File: src/rtl/disaster_alarm_sequencer.sv
// Hazard persistence filter, sticky latch, blinking siren and ack/clear FSM.
// Optional ALARM_ESCALATE_EN adds the unacknowledged-alarm escalation flag.
module disaster_alarm_sequencer #(
  parameter int PERSIST    = 4,
  parameter int BLINK_DIV  = 8,
  parameter int ESC_LIMIT  = 64,
  parameter int CLEAR_HOLD = 16
) (
  input  logic       clk,
  input  logic       rst_n,
  input  logic       flood_in,
  input  logic       cyclone_in,
  input  logic       earthquake_in,
  input  logic       tsunami_in,
  input  logic       ack,
  output logic [3:0] latched,
  output logic [1:0] active_code,
  output logic       active_valid,
  output logic       siren,
  output logic       escalate,
  output logic [1:0] state
);

  localparam int PW = $clog2(PERSIST + 1);
  localparam int BW = $clog2(BLINK_DIV + 1);
  localparam int CW = $clog2(CLEAR_HOLD + 1);

  typedef enum logic [1:0] {
    IDLE    = 2'd0,
    CONFIRM = 2'd1,
    ALARM   = 2'd2,
    ACKED   = 2'd3
  } st_e;

  st_e           st_q, st_d;
  logic [3:0]    ev, fresh;
  logic [3:0]    cand_q, cand_d;
  logic [3:0]    lat_q, lat_d;
  logic [PW-1:0] pcnt_q, pcnt_d, p_inc;
  logic [BW-1:0] bcnt_q, bcnt_d;
  logic [CW-1:0] ccnt_q, ccnt_d, c_inc;
  logic          siren_q, siren_d;
  logic          go_alarm;
  logic          esc_rst, esc_clr, esc_run;

  assign ev    = {tsunami_in, earthquake_in, cyclone_in, flood_in};
  assign fresh = ev & ~lat_q;
  assign p_inc = (pcnt_q == PW'(PERSIST)) ? pcnt_q : pcnt_q + 1'b1;
  assign c_inc = (ccnt_q == CW'(CLEAR_HOLD)) ? ccnt_q : ccnt_q + 1'b1;

  always_comb begin
    st_d     = st_q;
    cand_d   = cand_q;
    pcnt_d   = pcnt_q;
    lat_d    = lat_q;
    bcnt_d   = bcnt_q;
    ccnt_d   = ccnt_q;
    siren_d  = siren_q;
    go_alarm = 1'b0;
    esc_rst  = 1'b0;
    esc_clr  = 1'b0;
    esc_run  = 1'b0;
    unique case (st_q)
      IDLE: begin
        if (|ev) begin
          st_d     = CONFIRM;
          cand_d   = ev;
          pcnt_d   = PW'(1);
          go_alarm = (PERSIST <= 1);
        end
      end
      CONFIRM: begin
        if (ev == 4'd0) begin
          st_d   = IDLE;
          cand_d = '0;
          pcnt_d = '0;
        end else if (ev != cand_q) begin
          cand_d   = ev;
          pcnt_d   = PW'(1);
          go_alarm = (PERSIST <= 1);
        end else begin
          pcnt_d   = p_inc;
          go_alarm = (p_inc == PW'(PERSIST));
        end
      end
      ALARM: begin
        lat_d = lat_q | ev;
        if (ack && fresh == 4'd0) begin
          st_d    = ACKED;
          siren_d = 1'b0;
          bcnt_d  = '0;
          ccnt_d  = '0;
          esc_clr = 1'b1;
        end else begin
          esc_run = 1'b1;
          if (bcnt_q == BW'(BLINK_DIV - 1)) begin
            bcnt_d  = '0;
            siren_d = ~siren_q;
          end else begin
            bcnt_d = bcnt_q + 1'b1;
          end
        end
      end
      ACKED: begin
        if (fresh != 4'd0) begin
          st_d    = ALARM;
          lat_d   = lat_q | ev;
          siren_d = 1'b1;
          bcnt_d  = '0;
          ccnt_d  = '0;
          esc_rst = 1'b1;
        end else if (ev != 4'd0) begin
          ccnt_d = '0;
        end else if (c_inc == CW'(CLEAR_HOLD)) begin
          st_d   = IDLE;
          lat_d  = '0;
          ccnt_d = '0;
        end else begin
          ccnt_d = c_inc;
        end
      end
      default: st_d = IDLE;
    endcase
    // confirmed candidate enters ALARM on this same edge
    if (go_alarm) begin
      st_d    = ALARM;
      lat_d   = cand_d;
      cand_d  = '0;
      pcnt_d  = '0;
      siren_d = 1'b1;
      bcnt_d  = '0;
      esc_rst = 1'b1;
    end
  end

  always_ff @(posedge clk or negedge rst_n) begin
    if (!rst_n) begin
      st_q    <= IDLE;
      cand_q  <= '0;
      lat_q   <= '0;
      pcnt_q  <= '0;
      bcnt_q  <= '0;
      ccnt_q  <= '0;
      siren_q <= 1'b0;
    end else begin
      st_q    <= st_d;
      cand_q  <= cand_d;
      lat_q   <= lat_d;
      pcnt_q  <= pcnt_d;
      bcnt_q  <= bcnt_d;
      ccnt_q  <= ccnt_d;
      siren_q <= siren_d;
    end
  end

`ifdef ALARM_ESCALATE_EN
  localparam int EW = $clog2(ESC_LIMIT + 1);

  logic [EW-1:0] ecnt_q, e_inc;
  logic          esc_q;

  assign e_inc = (ecnt_q == EW'(ESC_LIMIT)) ? ecnt_q : ecnt_q + 1'b1;

  always_ff @(posedge clk or negedge rst_n) begin
    if (!rst_n) begin
      ecnt_q <= '0;
      esc_q  <= 1'b0;
    end else if (esc_clr) begin
      ecnt_q <= '0;
      esc_q  <= 1'b0;
    end else if (esc_rst) begin
      ecnt_q <= '0;
    end else if (esc_run) begin
      ecnt_q <= e_inc;
      if (e_inc == EW'(ESC_LIMIT)) esc_q <= 1'b1;
    end
  end

  assign escalate = esc_q;
`else
  logic unused_esc;
  assign unused_esc = esc_rst | esc_clr | esc_run;
  assign escalate   = 1'b0;
`endif

  always_comb begin
    if (lat_q[3])      active_code = 2'd3;
    else if (lat_q[2]) active_code = 2'd2;
    else if (lat_q[1]) active_code = 2'd1;
    else               active_code = 2'd0;
  end

  assign latched      = lat_q;
  assign active_valid = |lat_q;
  assign siren        = siren_q;
  assign state        = st_q;

endmodule

File: config.mk
export PLATFORM = sky130hd
export DESIGN_NAME = disaster_alarm_sequencer
export DESIGN_NICKNAME = d
export VERILOG_FILES = /design/src/rtl/disaster_alarm_sequencer.sv
export SDC_FILE = /design/constraint.sdc
export NUM_CORES = 1
export LEC_CHECK = 0
export ABC_AREA = 1
export CAP_MARGIN = 20
export CORE_MARGIN = 2
export CORE_UTILIZATION = 40
export CTS_CLUSTER_SIZE = 40
export DETAILED_ROUTE_END_ITERATION = 7
export DONT_BUFFER_PORTS = 1
export SLEW_MARGIN = 20
export SYNTH_ARGS = -nofsm -noshare
export SYNTH_HDL_FRONTEND = slang
export SYNTH_SLANG_ARGS = --single-unit
export TNS_END_PERCENT = 20
File: constraint.sdc
create_clock -name clk -period 3.8 [get_ports clk]
set_input_delay 0.76 -clock clk [delete_from_list [all_inputs] [get_ports clk]]
set_output_delay 0.76 -clock clk [all_outputs]
set_load 0.01 [all_outputs]
==> impl_metrics.py <==
metrics = {
    "detailed_routing": {
        "drc": 0,
        "wl_per_cell_um": 12.70,
        "drt_pass1_iterations": 4,
        "ant_nets": 0,
        "met2_length_um": 1608,
        "drt-total-wl_um": 3658,
        "drt-met1-wl_um": 1837,
        "vias_per_cell": 5.003,
        "wl_met3_um": 184,
        "vias": 1441,
        "maxUsedRoutingLayer": "met4",
        "drtIter0Drc": 83,
    },
    "finish": {
        "fillers": 430,
        "diodes": 0,
        "nets": 251,
        "drive_gt1_share_pct": 10.92,
        "synthToLayoutAreaGrowth_pct": 3.561,
        "utilization_pct": 43.35,
    },
    "timing": {
        "finClkSkew_ns": 0.008045,
        "fin_setup_tns_ns": 0,
        "maxSlewHeadroom_pct": 58.44,
        "final_hold_viol_count": 0,
        "slew_violations": 0,
        "fin_crit_ns": 1.947,
        "fmax_ghz": 0.5136,
        "rsz0062_at_grt": "no",
        "min_period_over_period_pct": 51.24,
        "tightest_slew_ns": 0.6234,
        "setup_viol": 0,
    },
    "clocking": {
        "cts_tree": "done",
        "htreeDepth": 1,
        "clock_path_buffers": 2,
        "cts_resized": 0,
        "cts_setup_buffers": 0,
        "clk-insertion-delay-late_ns": 0.27,
        "cts_sinks": 23,
        "cts-hold-fix-buffers": 0,
        "clkTransAtPathRegs_ns": 0.09,
        "root_buffer": "clkbuf_8",
        "cts_buffers": 3,
    },
    "synth": {
        "netlist_top_cells_area": "dfrtp_1 (34%), nand2_1 (16%), inv_1 (6.5%), o21ai_0 (5.3%), nand3_1 (4.2%)",
        "netlist_instances": 240,
        "synth_seq_area_share_pct": 34.12,
        "netlist.area_leader.share_pct": 34.12,
        "synthesis.area_um2": 1687,
        "synth.distinct_cells": 30,
        "syn-num-nets": 252,
        "syn_area_per_cell_um2": 7.028,
        "ys_warn_count": 0,
        "yosysTopAreaCell": "dfrtp_1",
        "ys_seq_elements": 23,
    },
    "status": {
        "outcome": "complete, no violations",
    },
    "placed_design": {
        "io_buffers": 0,
        "gp_congestion": 0.7865,
        "place_hpwl_um": 2824,
    },
    "setup_path": {
        "start_kind": "flop",
        "worstPathArrival_ns": 1.19,
        "crit_required_ns": 3.04,
        "critPathMaxStageDelay_ns": 0.46,
        "cp_max_fo": 4,
        "path_cells": "inv_1 -> o21ai_0",
        "path_class": "flop to output pin",
        "endpoint_kind": "output pin",
        "slowest_stage": "dfrtp_1",
    },
    "die": {
        "ios": 18,
        "placement_rows": 23,
        "die_y_um": 68.94,
        "dieArea_um2": 4752,
        "core_region_area_um2": 4029,
        "die_x_um": 68.94,
        "start_util_pct": 41.86,
    },
    "global_route": {
        "grt_pass1_vias": 1340,
        "grt_start_max_net_pins": 24,
        "overflow": 0,
        "grt_pass1_wl_um": 6141,
        "antenna_found_initial": 0,
        "grt_usage_pct": 17.13,
    },
    "power": {
        "ir_drop_uv": 242.8,
        "leakagePower_nw": 0.8893,
        "fin_total_pwr_mw": 0.6966,
        "power_density_nw_per_um2": 398.8,
    },
    "hold_path": {
        "hp-class": "input pin to asynchronous set/reset pin",
    },
    "run": {
        "maxCapViolations": 0,
    },
}
==> metal layers <==
layer  vias to the layer above  track usage, %
met5                         -               0
met4                         0           2.941
met3                         5           5.032
met2                        26           26.68
met1                       654           23.84
li1                        756               -
==> metrics by stage <==
step,hold WS [ns],setup WS [ns],cells,instance area [µm²]
after floorplan,0.4644,1.983,240,1687
after CTS,0.1700,1.847,288,1747
after global routing,0.1533,1.780,288,1747
after global placement,0.4651,1.897,284,1702
after detailed placement,0.4650,1.924,284,1702
final,0.1739,1.853,288,1747
==> registers in the layout, summed over array words and instances (netlist names) <==
register and count:
ccnt_q 5, bcnt_q 4, cand_q 4, latched 4, pcnt_q 3, state 2, siren 1
==> final timing paths <==
| kind | from | to | slack, ns | depth (start not counted) |
|---|---|---|---|---|
| worst max-delay path | latched[1] | active_code[0] | 1.85 | 2 |
| worst min-delay path | rst_n | pcnt_q[2] | 0.17 | 0 |
| worst max register to register | state[1] | latched[3] | 1.97 | 7 |
| worst min register to register | bcnt_q[0] | bcnt_q[0] | 0.51 | 1 |
| max in group asynchronous | rst_n | state[0] | 3.54 | 0 |
| min in group clk | bcnt_q[0] | bcnt_q[0] | 0.51 | 1 |
==> cells by family after synthesis <==
logic type | Yosys count | share of synthesized area (%)
AOI/OAI and AO/OA | 29 | 9.199
xor gates and xnor gates | 9 | 4.674
adders and majority gates | 5 | 3.709
buffers and inverters | 41 | 10.61
DFF | 23 | 34.12
muxes | 1 | 0.5935
other | 1 | 0.2223
and+or+nand+nor | 131 | 36.87
==> critical path, delay by kind of cell (launching register included) <==
kind                   cells  cell delay (ns)
DFF                        1             0.46
AOI/OAI and AO/OA          1             0.35
buffers and inverters      1             0.11
==> placed cells by master (no fill, tap or decap), types with 5 or more instances in the layout <==
cell type  instances
nand2_1           74
inv_1             29
dfrtp_1           23
o21ai_0           18
nor2_1            15
nand3_1           14
nand4_1           10
inv_2              6
xor2_1             6
nor2_2             5
nand2_2            5
ha_1               5
==> cell usage after synthesis <==
| master | n |
|---|---|
| nor3_1 | 1 |
| xnor2_1 | 3 |
| conb_1 | 1 |
| buf_2 | 2 |
| o22ai_1 | 3 |
| nor2_8 | 1 |
| nor2_2 | 5 |
| xor2_1 | 6 |
| buf_4 | 2 |
| mux2i_1 | 1 |
| nand2_4 | 1 |
| buf_6 | 2 |
| a31oi_1 | 1 |
| ha_1 | 5 |
| nor2_1 | 15 |
| dfrtp_1 | 23 |
| or2_2 | 1 |
| nand3_2 | 1 |
| nand3_4 | 1 |
| a21oi_1 | 3 |
| nand3_1 | 14 |
| inv_1 | 29 |
| nor2_4 | 2 |
| nand4_1 | 10 |
| nand2_2 | 5 |
| nand2_1 | 74 |
| o211ai_1 | 2 |
| o21ai_0 | 18 |
| inv_2 | 6 |
| o21ai_1 | 2 |
==> power breakdown <==
part / switching [mW] / internal [mW]
clock: 0.0793 / 0.0749
combinational: 0.135 / 0.0727
sequential: 0.0558 / 0.279
==> final cells by class <==
| cell class | count | area, µm² | share of cell area [%] |
|---|---|---|---|
| clock buffers | 4 | 45.04 | 2.579 |
| multi-input cells | 176 | 932.1 | 53.37 |
| inverters | 35 | 131.4 | 7.521 |
| well taps | 50 | 62.56 | 3.582 |
| flip-flops and latches | 23 | 575.6 | 32.95 |
Power figures use the tool's default switching activity.
